$ cat src/rtl/alu_control_mc.sv
// Registered ALU control decoder with MULT/DIV iteration counter and stall generation.
// Optional macro ALU_CTRL_SHIFT_EN enables SLL/SRL decode (otherwise those functs are illegal).
module alu_control_mc #(
    parameter int unsigned MUL_CYCLES = 4,
    parameter int unsigned DIV_CYCLES = 32,
    parameter int unsigned CNT_W      = 6
) (
    input  logic       clk_i,
    input  logic       rst_i,
    input  logic       valid_i,
    output logic       ready_o,
    input  logic [5:0] funct_i,
    input  logic [1:0] ALUOp_i,
    input  logic       flush_i,
    output logic [3:0] ALUCtrl_o,
    output logic       ctrl_valid_o,
    output logic       stall_o,
    output logic       done_o,
    output logic       illegal_o
);

    // state | meaning
    // IDLE  | ready for a request; single-cycle ops complete here
    // BUSY  | MULT/DIV iterating, counter counts down to 0
    // DONE  | one-cycle completion, done_o high, not ready
    typedef enum logic [1:0] {
        IDLE = 2'd0,
        BUSY = 2'd1,
        DONE = 2'd2
    } state_t;

    localparam logic [3:0] C_AND = 4'b0000;
    localparam logic [3:0] C_OR  = 4'b0001;
    localparam logic [3:0] C_ADD = 4'b0010;
    localparam logic [3:0] C_SUB = 4'b0110;
    localparam logic [3:0] C_SLT = 4'b0111;
    localparam logic [3:0] C_MUL = 4'b1000;
    localparam logic [3:0] C_DIV = 4'b1001;
    localparam logic [3:0] C_NOR = 4'b1100;
`ifdef ALU_CTRL_SHIFT_EN
    localparam logic [3:0] C_SLL = 4'b0011;
    localparam logic [3:0] C_SRL = 4'b0100;
`endif

    localparam logic [CNT_W-1:0] MUL_LOAD = CNT_W'(MUL_CYCLES - 1);
    localparam logic [CNT_W-1:0] DIV_LOAD = CNT_W'(DIV_CYCLES - 1);

    state_t           state_q;
    logic [CNT_W-1:0] cnt_q;
    logic [3:0]       alu_ctrl_q;
    logic             ctrl_valid_q;
    logic             done_q;
    logic             illegal_q;

    logic [3:0]       ctrl_d;
    logic             illegal_d;
    logic             is_mul_d;
    logic             is_div_d;

    always_comb begin
        ctrl_d    = C_ADD;
        illegal_d = 1'b0;
        is_mul_d  = 1'b0;
        is_div_d  = 1'b0;
        case (ALUOp_i)
            2'b00: ctrl_d = C_ADD;
            2'b01: ctrl_d = C_SUB;
            2'b11: ctrl_d = C_OR;
            default: begin
                case (funct_i)
                    6'b100000: ctrl_d = C_ADD;
                    6'b100010: ctrl_d = C_SUB;
                    6'b100100: ctrl_d = C_AND;
                    6'b100101: ctrl_d = C_OR;
                    6'b100111: ctrl_d = C_NOR;
                    6'b101010: ctrl_d = C_SLT;
                    6'b011000: begin ctrl_d = C_MUL; is_mul_d = 1'b1; end
                    6'b011010: begin ctrl_d = C_DIV; is_div_d = 1'b1; end
`ifdef ALU_CTRL_SHIFT_EN
                    6'b000000: ctrl_d = C_SLL;
                    6'b000010: ctrl_d = C_SRL;
`endif
                    default: begin
                        ctrl_d    = C_ADD;
                        illegal_d = 1'b1;
                    end
                endcase
            end
        endcase
    end

    always_ff @(posedge clk_i) begin
        if (rst_i) begin
            state_q      <= IDLE;
            cnt_q        <= '0;
            alu_ctrl_q   <= C_ADD;
            ctrl_valid_q <= 1'b0;
            done_q       <= 1'b0;
            illegal_q    <= 1'b0;
        end else begin
            ctrl_valid_q <= 1'b0;
            illegal_q    <= 1'b0;
            done_q       <= 1'b0;
            case (state_q)
                IDLE: begin
                    // flush outranks a simultaneous request
                    if (valid_i && !flush_i) begin
                        alu_ctrl_q   <= ctrl_d;
                        illegal_q    <= illegal_d;
                        ctrl_valid_q <= 1'b1;
                        if (is_mul_d) begin
                            state_q <= BUSY;
                            cnt_q   <= MUL_LOAD;
                        end else if (is_div_d) begin
                            state_q <= BUSY;
                            cnt_q   <= DIV_LOAD;
                        end
                    end
                end
                BUSY: begin
                    if (flush_i) begin
                        state_q <= IDLE;
                        cnt_q   <= '0;
                    end else if (cnt_q == '0) begin
                        state_q <= DONE;
                        done_q  <= 1'b1;
                    end else begin
                        cnt_q <= cnt_q - 1'b1;
                    end
                end
                DONE: state_q <= IDLE;
                default: begin
                    state_q <= IDLE;
                    cnt_q   <= '0;
                end
            endcase
        end
    end

    assign ready_o      = (state_q == IDLE);
    assign stall_o      = (state_q == BUSY);
    assign ALUCtrl_o    = alu_ctrl_q;
    assign ctrl_valid_o = ctrl_valid_q;
    assign done_o       = done_q;
    assign illegal_o    = illegal_q;

endmodule

$ cat config.mk
export PLATFORM = sky130hd
export DESIGN_NAME = alu_control_mc
export DESIGN_NICKNAME = d
export VERILOG_FILES = /design/src/rtl/alu_control_mc.sv
export SDC_FILE = /design/constraint.sdc
export NUM_CORES = 1
export LEC_CHECK = 0
export CAP_MARGIN = 20
export CORE_AREA = 3 3 52 54
export CTS_BUF_LIST = sky130_fd_sc_hd__clkbuf_8
export DETAILED_ROUTE_END_ITERATION = 10
export DIE_AREA = 0 0 55 57
export GPL_TIMING_DRIVEN = 0
export MAX_ROUTING_LAYER = met4
export PLACE_DENSITY = 0.73
export SLEW_MARGIN = 20
export SYNTH_ARGS = -nofsm -noshare
export SYNTH_HDL_FRONTEND = slang
export SYNTH_SLANG_ARGS = --single-unit
$ cat constraint.sdc
create_clock -name clk_i -period 4.25 [get_ports clk_i]
set_input_delay 0.85 -clock clk_i [delete_from_list [all_inputs] [get_ports clk_i]]
set_output_delay 0.85 -clock clk_i [all_outputs]
set_load 0.01 [all_outputs]
==> results.md, run 1 <==
* Core Area at 0.00225 mm²
* Power Dens Cells at 257 mW/mm²
* # DRC at 0
* TritonCTS clock tree: yes
* Iter 0 DRT Violations at 21
* N_diodes at 0
* Maximum clock path buffer count at 2
* Port Buf Inserts at 19
* Crit path max fanout at 6
* Syn Area/Cell at 8.25 µm²
* Mapped Area at 900 µm²
* DR pass1 iterations at 4
* Commonest non-fill, non-tap cells in the layout: clkdlybuf4s50_1, dfxtp_1, nor2_1
* Sequential area share after synthesis at 0.334
* Distinct cells, synth at 40
* Register bit total from synthesis at 15
* Clk sinks at 15
* CTS root buf: clkbuf_8
* Max-cap viol count at 0
* Detailed placer's ending HPWL at 1670 µm
* Worst-Skew Late Latency at 0.25 ns
* Resized cells post-CTS at 0
* Sw Ratio at 0.244
* Clk network pwr share at 0.388
* Initial antenna violation count at 0
* Maximum vdd ir drop at 0.189 mV
* Leak at 0.425 nW
* Status: complete, no violations
* Remaining antenna violation count at 0
* FP Rows at 17
* Part of the power in registers at 0.478
* WL per Instance at 13.7 µm
* Post-CTS Setup Inserts at 0
* Fill cell count at 225
* EDFF count, synth at 0
* Ports at 21
* # setup viols final at 0
* Setup TNS at 0 ns
* Net count, final at 147
* Total power draw at 0.000300 W
* Tcrit/Tclk final at 0.576
* Worst slack at placement at 1.54 ns
* Int Pwr at 0.000227 W
* Fmax at 0.408 GHz
* DRT Wirelength at 2190 µm
* Worst Setup Start Kind: input port
* Total GRT Usage at 0.153
* Post-CTS Hold Buffers at 0
* Most common cell after layout, fill and taps aside: clkdlybuf4s50_1
* WHS at 0.475 ns
* Die width at 55 µm
* Synthesized Nets at 123
* Chip Height at 57 µm
* Max-slew headroom at the worst pin at 0.658
* CTS H-tree lvls at 1
* Final Slew Violations at 0
* Share of layout cells above drive strength 1 at 0.0758
* Routability Congestion at 0.864
* Post-synthesis cell count at 109
* Skew final at 0.00289 ns
* Util after Layout at 0.519
* Hold Crit Class: reg -> reg
* Initial Util at 0.399
* Comb pwr share at 0.135
* Primary FF master, synth: dfxtp_1
* Largest net degree at the start of global routing at 11
* Number of global-route vias before repair at 807
* Final Hold Fails at 0
* CP Capture Type: flop
* Req. time, crit path at 4.37 ns
* Post-layout worst setup margin at 1.80 ns
* Switch Pwr at 0.0000735 W
* CTS clk-pin slew, worst paths at 0.06 ns
* Number of vias per cell at 5.69
* Yosys Warn Count at 0
* Crit Path Class: in -> reg
* First-pass GRT wire length at 3550 µm
* Worst slew pin tran at 0.512 ns
* Area growth syn-to-layout at 30.0%
* Crit path DAT at 2.57 ns
* Final Critical Period at 2.45 ns
* Async S/R FF share, synth at 0
* Unrepaired setup endpoints after global routing: false
* GRT Residual Overflow at 0
* CTS Buf Count at 3
* Total die area at 0.00314 mm²
* Vias at 910
[path summary, 6_finish.rpt]
| check | from | to | slack, ns | depth (start not counted) |
|---|---|---|---|---|
| max | funct_i[0] | cnt_q[3]$_SDFFE_PP0P_ | 1.80 | 5 |
| min | ALUCtrl_o[3]$_SDFFE_PP0N_ | ALUCtrl_o[3]$_SDFFE_PP0N_ | 0.47 | 2 |
| max reg2reg | state_q[0]$_SDFFE_PP0P_ | cnt_q[0]$_SDFFE_PP0P_ | 2.55 | 5 |
| min reg2reg | ALUCtrl_o[3]$_SDFFE_PP0N_ | ALUCtrl_o[3]$_SDFFE_PP0N_ | 0.47 | 2 |
[power groups by stage]
| stage | sequential (W) | combinational (W) | clock [W] |
|---|---|---|---|
| after floorplan | 0.000148 | 0.0000178 | 0 |
| after global placement | 0.000147 | 0.0000390 | 0 |
| after detailed placement | 0.000147 | 0.0000397 | 0 |
| after CTS | 0.000144 | 0.0000401 | 0.000118 |
| after global routing | 0.000144 | 0.0000439 | 0.000125 |
| final | 0.000144 | 0.0000404 | 0.000116 |
[metrics by stage]
step	instances	instance area [µm²]
after CTS	160	1170
final	160	1170
after global placement	156	1120
after floorplan	109	900
after global routing	160	1170
after detailed placement	156	1120
[layer usage]
metal  vias to the layer above  GRT usage  share of wire
met5                         -          -              0
met4                         0     0.0347         0.0032
met3                         2     0.0496          0.073
met2                        31      0.233           0.47
met1                       421      0.194           0.45
li1                        456          -              -
[cell usage after synthesis (2+ instances only)]
| cell | number | area [µm²] |
|---|---|---|
| nor2_1 | 12 | 45.0 |
| o32ai_1 | 3 | 26.3 |
| a21oi_1 | 6 | 30.0 |
| o211ai_1 | 2 | 15.0 |
| nand3b_1 | 3 | 22.5 |
| clkbuf_1 | 2 | 7.51 |
| nand2_1 | 3 | 11.3 |
| nor2b_1 | 3 | 18.8 |
| nand3_1 | 2 | 10.0 |
| nor3_1 | 6 | 30.0 |
| nand2b_1 | 7 | 43.8 |
| a31oi_1 | 2 | 12.5 |
| mux2i_1 | 2 | 20.0 |
| o21ai_0 | 6 | 30.0 |
| inv_1 | 8 | 30.0 |
| o31ai_1 | 2 | 15.0 |
| and4bb_2 | 2 | 25.0 |
| dfxtp_1 | 15 | 300 |
| ha_1 | 2 | 25.0 |
[cell families (layout without fill, tap and decap cells)]
| group | after synthesis | in the layout | share of synthesized area |
|---|---|---|---|
| DFF | 15 | 15 | 0.334 |
| adders and majority gates | 2 | 2 | 0.0278 |
| and+or+nand+nor | 48 | 48 | 0.330 |
| muxes | 2 | 2 | 0.0223 |
| buffers and inverters | 12 | 35 | 0.0598 |
| AOI/OAI and AO/OA | 30 | 30 | 0.227 |
[worst max-delay path, stage by stage]
cell,delay (ns)
clkdlybuf4s50_1,0.49
or3b_2,0.55
o41a_1,0.44
a21oi_1,0.15
o32ai_1,0.09
[flip-flops by register name (all words and copies together) (netlist names)]
register / flops
cnt_q: 6
ctrl_valid_o: 1
done_o: 1
illegal_o: 1
state_q: 2
ALUCtrl_o: 4
[final cells by class]
type,count,area [µm²],share of cell area
clock inverters,1,3.75,0.00321
multi-input cells,82,546,0.466
repair buffers,19,190,0.163
well taps,28,35.0,0.0299
flip-flops and latches,15,300,0.257
inverters,8,30.0,0.0257
clock buffers,3,41.3,0.0353
plain buffers,4,23.8,0.0203
Note: power is estimated with default switching activity, not from simulation.
==> inputs of run 2 (changes only) <==
- PLACE_DENSITY: 0.73 -> 0.75
- clock period: 4.25 -> 2.15 ns (I/O delays scaled with it)
==> run 2 against run 1 <==
  * Flip-flop and latch count unchanged
  * Sequential power rose by 97%
  * Worst setup slack lost 1.7 ns
  * Critical path depth did not move
  * Count of clock-buffer cells in the layout unchanged
  * First-iteration DRC count is 29% higher
  * Register-to-register slack lost 2.1 ns
  * Worst hold slack worse by 0.0020 ns
  * Cell count is the same
  * Non-clock buffer count is the same
  * Total power is 98% higher
  * Largest power group unchanged
  * Highest routed layer unchanged
==> results.md, run 2 (synthesized netlist as in run 1, its figures left out) <==
* CP startpoint: funct_i[0]
* Total die area at 0.00314 mm²
* Req. time, crit path at 2.27 ns
* Die width at 55 µm
* Maximum clock path buffer count at 2
* Inst Count DP at 156
* Chip Height at 57 µm
* # setup viols final at 0
* Remaining antenna violation count at 0
* Iter 0 DRT Violations at 27
* Status: complete, no violations
* CTS H-tree lvls at 1
* Leak at 0.424 nW
* Post-CTS Hold Buffers at 0
* CP Capture Type: flop
* DR pass1 iterations at 4
* Net count, final at 147
* N_diodes at 0
* WL per Instance at 14.4 µm
* Worst Setup Start Kind: input port
* Comb pwr share at 0.134
* Max FFs per register at 6
* Non-Filler Instances at 160
* First-pass GRT wire length at 3670 µm
* Worst-Skew Late Latency at 0.25 ns
* Max-slew headroom at the worst pin at 0.677
* RR Endpoint: cnt_q[0]$_SDFFE_PP0P_
* Most common cell after layout, fill and taps aside: clkdlybuf4s50_1
* Power Dens Cells at 509 mW/mm²
* Final Cell Area at 0.00117 mm²
* CTS clk-pin slew, worst paths at 0.07 ns
* Worst slew pin tran at 0.483 ns
* Final Critical Period at 2.02 ns
* GR Util met2 at 0.272
* Vias at 958
* Number of vias per cell at 5.99
* Final Slew Violations at 0
* Post-placement cell area at 0.00112 mm²
* Fill cell count at 236
* Crit path max fanout at 6
* R2r setup slk at 0.45 ns
* DRT Wirelength at 2310 µm
* Int Pwr at 0.000451 W
* Tcrit/Tclk final at 0.940
* M3 GR Usage at 0.0548
* Maximum vdd ir drop at 0.545 mV
* Clk network pwr share at 0.389
* Crit Path Class: in -> reg
* Switch Pwr at 0.000145 W
* Area growth syn-to-layout at 30.2%
* Number of global-route vias before repair at 853
* FF-to-FF path depth at 5
* Routability Congestion at 0.886
* GR peak layer: met2
* Hold Crit Class: reg -> reg
* Initial Util at 0.399
* Clk sinks at 15
* Ports at 21
* WHS at 0.473 ns
* Crit path DAT at 2.14 ns
* GRT Residual Overflow at 0
* Total GRT Usage at 0.161
* Core Area at 0.00225 mm²
* Unrepaired setup endpoints after global routing: false
* Port Buf Inserts at 19
* Final Hold Fails at 0
* Commonest non-fill, non-tap cells in the layout: clkdlybuf4s50_1, dfxtp_1, nor2_1
* # DRC at 0
* CTS root buf: clkbuf_8
* Skew final at 0.00710 ns
* Worst Setup EP: cnt_q[3]$_SDFFE_PP0P_
* Area occupied by multi-input gates at 546 µm²
* Resized cells post-CTS at 0
* Max-cap viol count at 0
* Sw Ratio at 0.244
* Part of the power in registers at 0.476
* FP Rows at 17
* Largest net degree at the start of global routing at 11
* FF/Latch Area at 300 µm²
* Worst R2R Start: state_q[0]$_SDFFE_PP0P_
* Biggest register: cnt_q
* Detailed placer's ending HPWL at 1750 µm
* Fmax at 0.495 GHz
* Post-CTS Setup Inserts at 0
* TritonCTS clock tree: yes
* Share of layout cells above drive strength 1 at 0.0833
* CTS Buf Count at 3
* Initial antenna violation count at 0
* Setup TNS at 0 ns
* Met1 Use GR at 0.190
==> run 2: cell type report <==
class                           instances  share of cell area
Sequential cell                        15               0.256
Clock buffer                            3              0.0353
Timing Repair Buffer                   19               0.162
Clock inverter                          1             0.00427
Inverter                                8              0.0256
Tap cell                               28              0.0299
Buffer                                  4              0.0203
Multi-Input combinational cell         82               0.466
==> run 2: critical path, cell delays in order <==
cell             delay (ns)
clkdlybuf4s50_1        0.50
or3b_2                 0.56
o41a_1                 0.44
a21oi_1                0.13
o32ai_1                0.08
==> run 2: through the flow <==
step	util	setup WS, ns	total power [W]
floorplan	-	0.505	0.000327
global placement	0.499	-0.0800	0.000366
detailed placement	0.499	-0.121	0.000369
CTS	0.519	0.148	0.000604
global route	0.519	0.00937	0.000623
finish	0.519	0.129	0.000596
==> run 2: routing by layer <==
layer / part of all wire / wire [µm] / vias to the layer above
met5: 0 / 0 / -
met4: 0.0035 / 8 / 0
met3: 0.081 / 186 / 2
met2: 0.50 / 1150 / 47
met1: 0.42 / 959 / 456
li1: - / - / 453
==> run 2: power by group through the flow <==
stage | logic, W | registers [W] | clock network (W)
2_1_floorplan | 0.0000351 | 0.000292 | 0
3_3_place_gp | 0.0000767 | 0.000290 | 0
3_5_place_dp | 0.0000792 | 0.000290 | 0
4_1_cts | 0.0000797 | 0.000284 | 0.000240
5_1_grt | 0.0000869 | 0.000284 | 0.000253
6_report | 0.0000801 | 0.000284 | 0.000232
==> run 2: worst min path at each step <==
| stage | start | end | slack (ns) | cells past startpoint |
|---|---|---|---|---|
| 5_1_grt | ALUCtrl_o[3]$_SDFFE_PP0N_ | ALUCtrl_o[3]$_SDFFE_PP0N_ | 0.50 | 2 |
| 3_5_place_dp | ALUCtrl_o[3]$_SDFFE_PP0N_ | ALUCtrl_o[3]$_SDFFE_PP0N_ | 0.46 | 2 |
| 3_3_place_gp | ALUCtrl_o[3]$_SDFFE_PP0N_ | ALUCtrl_o[3]$_SDFFE_PP0N_ | 0.46 | 2 |
| 2_1_floorplan | cnt_q[5]$_SDFFE_PP0P_ | cnt_q[5]$_SDFFE_PP0P_ | 0.43 | 1 |
| 6_report | ALUCtrl_o[3]$_SDFFE_PP0N_ | ALUCtrl_o[3]$_SDFFE_PP0N_ | 0.47 | 2 |
| 4_1_cts | ALUCtrl_o[3]$_SDFFE_PP0N_ | ALUCtrl_o[3]$_SDFFE_PP0N_ | 0.47 | 2 |
